--- src/rtl/fft_pkg.sv ---
// Shared definitions for the FFT datapath: default frame length, sample width,
// the complex sample type and the input-unit FSM state encoding.
package fft_pkg;

  localparam int FFT_N    = 64;
  localparam int SAMPLE_W = 32;

  typedef struct packed {
    logic [SAMPLE_W-1:0] re;
    logic [SAMPLE_W-1:0] im;
  } cplx_t;

  typedef enum logic [1:0] {
    IDLE = 2'd0,
    FILL = 2'd1,
    PAIR = 2'd2
  } in_state_t;

endpackage

--- src/rtl/fft_half_buffer.sv ---
// Half-frame sample store: N/2 entries of {re, im}, synchronous write,
// combinational read. No reset; contents are only meaningful once written.
module fft_half_buffer #(
  parameter int N  = 64,
  parameter int W  = 32,
  parameter int AW = $clog2(N/2)
) (
  input  logic            clk,
  input  logic            i_wr_en,
  input  logic [AW-1:0]   i_wr_addr,
  input  logic [2*W-1:0]  i_wr_data,
  input  logic [AW-1:0]   i_rd_addr,
  output logic [2*W-1:0]  o_rd_data
);

  logic [2*W-1:0] r_mem [N/2];

  // Store one sample per write strobe
  always_ff @(posedge clk) begin
    if (i_wr_en) begin
      r_mem[i_wr_addr] <= i_wr_data;
    end
  end

  assign o_rd_data = r_mem[i_rd_addr];

endmodule

--- src/rtl/fft_input_unit.sv ---
// FFT input unit: buffers the first half of each N-point frame and then emits
// (x[k], x[k+N/2]) pairs, one per accepted second-half sample, 1 cycle later.
// Optional feature macro: FFT_INPUT_RESYNC_EN -- a frame_start accepted
// mid-frame restarts the frame from that sample and pulses frame_err.
// Input handshake: din_valid alone qualifies din_* and frame_start; there is
// no backpressure, the unit accepts every valid sample.
module fft_input_unit
  import fft_pkg::*;
#(
  parameter int N  = FFT_N,
  parameter int W  = SAMPLE_W,
  localparam int AW = $clog2(N/2)
) (
  input  logic          clk,
  input  logic          rst,
  input  logic [W-1:0]  din_re,
  input  logic [W-1:0]  din_im,
  input  logic          din_valid,
  input  logic          frame_start,
  output logic [W-1:0]  dout_first_re,
  output logic [W-1:0]  dout_first_im,
  output logic [W-1:0]  dout_second_re,
  output logic [W-1:0]  dout_second_im,
  output logic          dout_valid,
  output logic [AW-1:0] dout_index,
  output logic          frame_done,
`ifdef FFT_INPUT_RESYNC_EN
  output logic          frame_err,
`endif
  output in_state_t     dbg_state
);

  localparam logic [AW-1:0] LAST = AW'(N/2-1);

`ifdef FFT_INPUT_RESYNC_EN
  localparam bit RESYNC = 1'b1;
`else
  localparam bit RESYNC = 1'b0;
`endif

  in_state_t      r_state, w_state_nxt;
  logic [AW-1:0]  r_idx, w_idx_nxt;
  logic           w_wr_en;
  logic [AW-1:0]  w_wr_addr;
  logic           w_emit;
  logic           w_abort;
  logic [2*W-1:0] w_rd_data;

  fft_half_buffer #(.N(N), .W(W), .AW(AW)) u_buf (
    .clk       (clk),
    .i_wr_en   (w_wr_en),
    .i_wr_addr (w_wr_addr),
    .i_wr_data ({din_re, din_im}),
    .i_rd_addr (r_idx),
    .o_rd_data (w_rd_data)
  );

  // State and index register
  always_ff @(posedge clk) begin
    if (!rst) begin
      r_state <= IDLE;
      r_idx   <= '0;
    end else begin
      r_state <= w_state_nxt;
      r_idx   <= w_idx_nxt;
    end
  end

  // Next-state: walk the frame, restarting on an abort
  always_comb begin
    w_state_nxt = r_state;
    w_idx_nxt   = r_idx;
    if (din_valid) begin
      if (frame_start && (r_state == IDLE || RESYNC)) begin
        w_state_nxt = FILL;
        w_idx_nxt   = AW'(1);
      end else begin
        case (r_state)
          FILL: begin
            if (r_idx == LAST) begin
              w_state_nxt = PAIR;
              w_idx_nxt   = '0;
            end else begin
              w_idx_nxt = r_idx + AW'(1);
            end
          end
          PAIR: begin
            if (r_idx == LAST) begin
              w_state_nxt = IDLE;
              w_idx_nxt   = '0;
            end else begin
              w_idx_nxt = r_idx + AW'(1);
            end
          end
          default: begin
            w_state_nxt = IDLE;
          end
        endcase
      end
    end
  end

  // Per-cycle controls: buffer write, pair emission, abort detection
  always_comb begin
    w_wr_en   = 1'b0;
    w_wr_addr = r_idx;
    w_emit    = 1'b0;
    w_abort   = 1'b0;
    if (din_valid) begin
      if (frame_start && (r_state == IDLE || RESYNC)) begin
        w_wr_en   = 1'b1;
        w_wr_addr = '0;
        w_abort   = (r_state != IDLE);
      end else if (r_state == FILL) begin
        w_wr_en = 1'b1;
      end else if (r_state == PAIR) begin
        w_emit = 1'b1;
      end
    end
  end

  // Registered outputs; pair data holds between emissions
  always_ff @(posedge clk) begin
    if (!rst) begin
      dout_first_re  <= '0;
      dout_first_im  <= '0;
      dout_second_re <= '0;
      dout_second_im <= '0;
      dout_valid     <= 1'b0;
      dout_index     <= '0;
      frame_done     <= 1'b0;
    end else begin
      dout_valid <= w_emit;
      frame_done <= w_emit && (r_idx == LAST);
      if (w_emit) begin
        dout_first_re  <= w_rd_data[2*W-1:W];
        dout_first_im  <= w_rd_data[W-1:0];
        dout_second_re <= din_re;
        dout_second_im <= din_im;
        dout_index     <= r_idx;
      end
    end
  end

`ifdef FFT_INPUT_RESYNC_EN
  // Mid-frame restart indicator
  always_ff @(posedge clk) begin
    if (!rst) frame_err <= 1'b0;
    else      frame_err <= w_abort;
  end
`else
  logic w_unused_abort;
  assign w_unused_abort = w_abort;
`endif

  assign dbg_state = r_state;

endmodule

--- config.mk ---
export PLATFORM = sky130hd
export DESIGN_NAME = fft_input_unit
export DESIGN_NICKNAME = d
export VERILOG_FILES = /design/src/rtl/fft_pkg.sv /design/src/rtl/fft_half_buffer.sv /design/src/rtl/fft_input_unit.sv
export SDC_FILE = /design/constraint.sdc
export NUM_CORES = 2
export LEC_CHECK = 0
export ABC_CLOCK_PERIOD_IN_PS = 5330
export CAP_MARGIN = 20
export CORE_ASPECT_RATIO = 0.75
export CORE_MARGIN = 10
export CORE_UTILIZATION = 45
export CTS_CLUSTER_SIZE = 30
export DETAILED_ROUTE_END_ITERATION = 12
export DONT_BUFFER_PORTS = 1
export PLACE_DENSITY_LB_ADDON = 0.12
export SYNTH_ARGS = -nofsm -noshare
export SYNTH_HDL_FRONTEND = slang
export SYNTH_SLANG_ARGS = --single-unit
--- constraint.sdc ---
create_clock -name clk -period 5.33 [get_ports clk]
set_input_delay 1.066 -clock clk [delete_from_list [all_inputs] [get_ports clk]]
set_output_delay 1.066 -clock clk [all_outputs]
set_load 0.02 [all_outputs]
# == After elaboration in Yosys (flattened, before gate mapping) ==
# Memories as Yosys holds them, arrays and structs flattened. A register that Yosys moved wholly into a read port is not among the register bits.
# Cells that the tools add are included.
# totals
ff_bits,78
mem_bits_rw,2048
inputBits,68
out_inout_bits,137
wordCells,40
mem_count,1
# classes
n_addsub,1
eq_ne,5
muxes,18
n_reduce_logical,8
# mem_list
name,words,word_bits,read_ports,rd_clocked_by_memory_dff,wr,line_no,text
u_buf.r_mem,32,64,1,1,1,fft_half_buffer.sv:16,logic [2*W-1:0] r_mem [N/2];
# ops
cell,count
2-to-1 mux 5 bit,5
2-to-1 mux 1 bit,9
2-to-1 mux 2 bit,3
inequality test 3 bit (second input constant),2
adder 5 x 1 -> 5 bit (second input constant),1
== test 5 bit (second input constant),1
one-hot mux 2 bit (2 select lines),1
AND reduction 3 bit,1
== test 2 x 1 -> 1 bit (second input constant),1
== test 2 bit (second input constant),1
logical AND 1 bit,2
zero test 2 bit,1
AND reduction 2 bit,1
nonzero test 2 bit,1
OR reduction 2 bit,1
zero test 1 bit,1

# == Longest topological paths before layout ==
# logic_depth
word_depth,6
depth_mapped,10
ltp_nobuf,9

# == Cells and area by module ==
# From an unflattened synthesis, not the netlist that was laid out.
# unflattened
cells_unflattened,3670
area_unflattened_um2,82779.4
# modules_own_cells
mod,instances,cells_per_inst,area_each_um2,seq_area_each_um2
fft_half_buffer,1,3033,77683.3,61499.0
fft_input_unit,1,637,5096.1,2842.7

# == Least setup slack after synthesis ==
# OpenSTA, ideal clock, no wires.
# synth_timing
kind,input port to flip-flop
from,input port din_valid
to,memory u_buf.r_mem[28][0] in the netlist's numbering (enable)
arrival_ps,4507
required_time_ps,4843
slack_ps,337
cell_stages,5
path_buffers,1
cell_sequence,buf_2 > and3_1 > nor2b_1 > nand3_1 > nor2_1
# synth_between
elab_chain_cells,3
# synth_rtl
item,line_no,text
start: declaration,fft_input_unit.sv:18,"input logic din_valid,"
2-to-1 mux 1 bit,fft_input_unit.sv:109,if (din_valid) begin
2-to-1 mux 1 bit,fft_half_buffer.sv:20,if (i_wr_en) begin
2-to-1 mux 1 bit (not written as such),fft_half_buffer.sv:21,r_mem[i_wr_addr] <= i_wr_data;
end: declaration,fft_half_buffer.sv:16,
# Parallel ways exist; a longest one is shown, timed or not.

==> impl_results.md <==
* Count leader, synth: edfxtp_1
* Fin Setup TNS at 0 ns
* Fmax at 0.281 GHz
* Critical Path Sink Type: flop
* Worst Tran Pin Value at 1.17 ns
* Clock power share at 0.436
* Fill cell count at 14500
* Area of the multi-input gates at 0.0175 mm^2
* Area growth syn-to-layout at 12.6%
* Final wirelength at 217000 um
* Cells on worst reg2reg path at 6
* Maximum vdd drop at 0.000305 V
* Post-CTS Hold Fix Bufs at 0
* Buf/Inv on CP at 2
* Worst hold slack at 0.327 ns
* Slew Limit Fails at 0
* Maximum root-to-sink buffer count at 3
* Antenna viol nets, final at 0
* Setup Buffers After CTS at 0
* Post-synthesis cell type count at 42
* Post-synth ARST share at 0
* Leak Pwr at 27.9 nW
* Die width at 515 um
* Cell depth of the worst setup path at 6
* PnR worst setup slack at 1.77 ns
* Fin Clk Skew at 0.0388 ns
* Cell chain of the critical path: buf_12 > nor2b_4 > buf_4 > a22oi_1 > a21oi_1 > o31a_1
* Initial Utilization at 0.452
* Fin crit period at 3.56 ns
* Remaining Overflow, GRT at 0
* WP data arrival at 4.33 ns
* Detailed Place HPWL at 114000 um
* Mapped Nets at 4013
* DR pass1 iterations at 5
* Vias per cell at 6.04
* Post-synth top area share at 0.743
* Routed wire per std cell at 32.7 um
* Worst-path cell with the longest stage delay: nor2b_4
* Ratio of cells with drive above 1 in the final layout at 0.228
* CTS tree: yes
* Maxcap violations at 0
* Number of global-route vias before repair at 40300
* Synth Cell Area at 0.0828 mm^2
* Initial drt markers at 4326
* Die Area at 0.202 mm^2
* Place WS at 1.68 ns
* Area of the core at 0.183 mm^2
* IO Port Bufs at 0
* EDFF count, synth at 2048
* Initial antenna violation count at 6
* CP startpoint kind: flop
* Cts repair resizes at 0
* Unrepaired setup endpoints after global routing: no
* Post-layout util at 0.509
* Num CTS Buffers at 207
* Global-route wire length before repair at 308000 um
* Main synth FF type: edfxtp_1
* RePlAce Congestion at 0.727
* Clock Root Buffer: clkbuf_16
* Setup Viol. Count Final at 0
* Cells after Synth at 3939
* Logic pwr share at 0.024
* Reg power frac at 0.541
* Pwr dens at 374 mW/mm^2
* Worst skew pair latency at 0.83 ns
* Ys Warns at 0
* Hold Path Cell Cnt at 0
* Switching Share at 0.196
* Sequential share of the synthesized area at 0.777
* Gr usage total at 0.213
* Psw at 0.00684 W
* Chip Height at 391 um
* Clk pin slew, worst setup/hold paths at 0.07 ns
* Layout Nets at 4100
* Largest net degree at the start of global routing at 142
* Critical path class: flop to flop
* Synth Register Bits at 2190
* Std cell rows at 136
* Maximum fanout along the worst path at 103
* P_int at 0.0280 W
* WP data required at 6.10 ns
* Commonest cells in the netlist: edfxtp_1, mux4_2, nand2_1
* Cell accounting for the most synthesized area: edfxtp_1
* Hold WC Path Type: input port to flop
* Vias post-DR at 40100
* Family with the most delay on the worst path: simple AND/OR/NAND/NOR gates
* Worst R2R Setup Slack at 1.77 ns
* Area contributors post-synth: edfxtp_1, mux4_2, dfxtp_1
* Syn Area/Cell at 21.0 um^2
* Fin. Hold Viols at 0
* Post-route clock period utilization at 0.668
* Max_slew headroom at 0.220
* # DRC at 0
* Register area at 0.0644 mm^2
* Tot Pwr at 0.0349 W
* Status: finished, final reports clean
* CTS Sinks at 2190
* IO Pins at 205
* H-Tree Depth at 4
* CP max stage delay at 1.04 ns
[power groups by stage]
stage	Combinational, W	Sequential [W]	Clock, W
2_1_floorplan	0.000726	0.0192	0
3_3_place_gp	0.000848	0.0192	0
3_5_place_dp	0.000848	0.0192	0
4_1_cts	0.000850	0.0189	0.0155
5_1_grt	0.000897	0.0189	0.0162
6_report	0.000831	0.0189	0.0152
[placed cells by master (no fill, tap or decap), drive strengths merged, types with 3 or more instances in the layout]
master,n
clkinv,60
o21a,50
ha,6
dfxtp,142
o31a,14
o21ai,17
inv,11
nand2,234
and3,3
a22oi,177
nor2,56
a21boi,74
nand3,5
o31ai,14
mux2i,156
bufinv,25
edfxtp,2048
mux4,438
mux2,56
clkbuf,288
buf,109
a32oi,11
clkinvlp,12
o22ai,28
a211oi,22
o211ai,41
diode,3
and2,6
a21oi,68
nor2b,22
[registers in the layout (all words and copies together), names as in the netlist]
name,cells
dbg_state,2
dout_first_im,32
dout_first_re,32
dout_index,5
dout_second_im,32
dout_second_re,32
dout_valid,1
frame_done,1
r_idx,5
u_buf.r_mem,2048
[worst reg2reg max path: stages (launching register included)]
cell and delay (ns):
dfxtp_4 0.69, buf_12 0.57, nor2b_4 1.17, buf_4 0.42
a22oi_1 0.13, a21oi_1 0.37, o31a_1 0.16
[per-layer routing]
layer / share of wire / global-route usage / vias up
met3: 0.070 / 0.0432 / 277
li1: - / - / 16500
met4: 0.023 / 0.0517 / 0
met2: 0.46 / 0.324 / 1495
met1: 0.45 / 0.316 / 21800
met5: 0 / 0 / -
[logic make-up after synthesis]
| kind of cell | Yosys count | synth area share |
|---|---|---|
| compound gates | 518 | 0.0444 |
| mux | 650 | 0.146 |
| buf+inv | 235 | 0.0147 |
| simple gates | 340 | 0.0171 |
| flops | 2190 | 0.777 |
| fa+ha+maj | 6 | 0.000907 |
[metrics by stage]
stage | instances | instance area (um^2)
floorplan | 3939 | 82800
global placement | 6232 | 86200
detailed placement | 6232 | 86200
CTS | 6624 | 93200
global route | 6625 | 93200
finish | 6627 | 93200
[cell type report]
class | count | share of cell area
antenna | 3 | 0.0000806
inverter | 4 | 0.000161
multi-input combinational | 1514 | 0.188
tap | 2415 | 0.0324
timing repair buffer | 109 | 0.0132
clock inverter | 104 | 0.0136
clock buffer | 288 | 0.0619
sequential | 2190 | 0.691
[final timing paths]
path	start	endpoint
worst max-delay path	r_idx[1]	dout_first_im[3]
worst min-delay path	din_re[10]	u_buf.r_mem[3][42]
worst max register to register	r_idx[1]	dout_first_im[3]
worst min register to register	dout_second_im[4]	dout_second_im[4]
(Power assumes the default switching activity.)
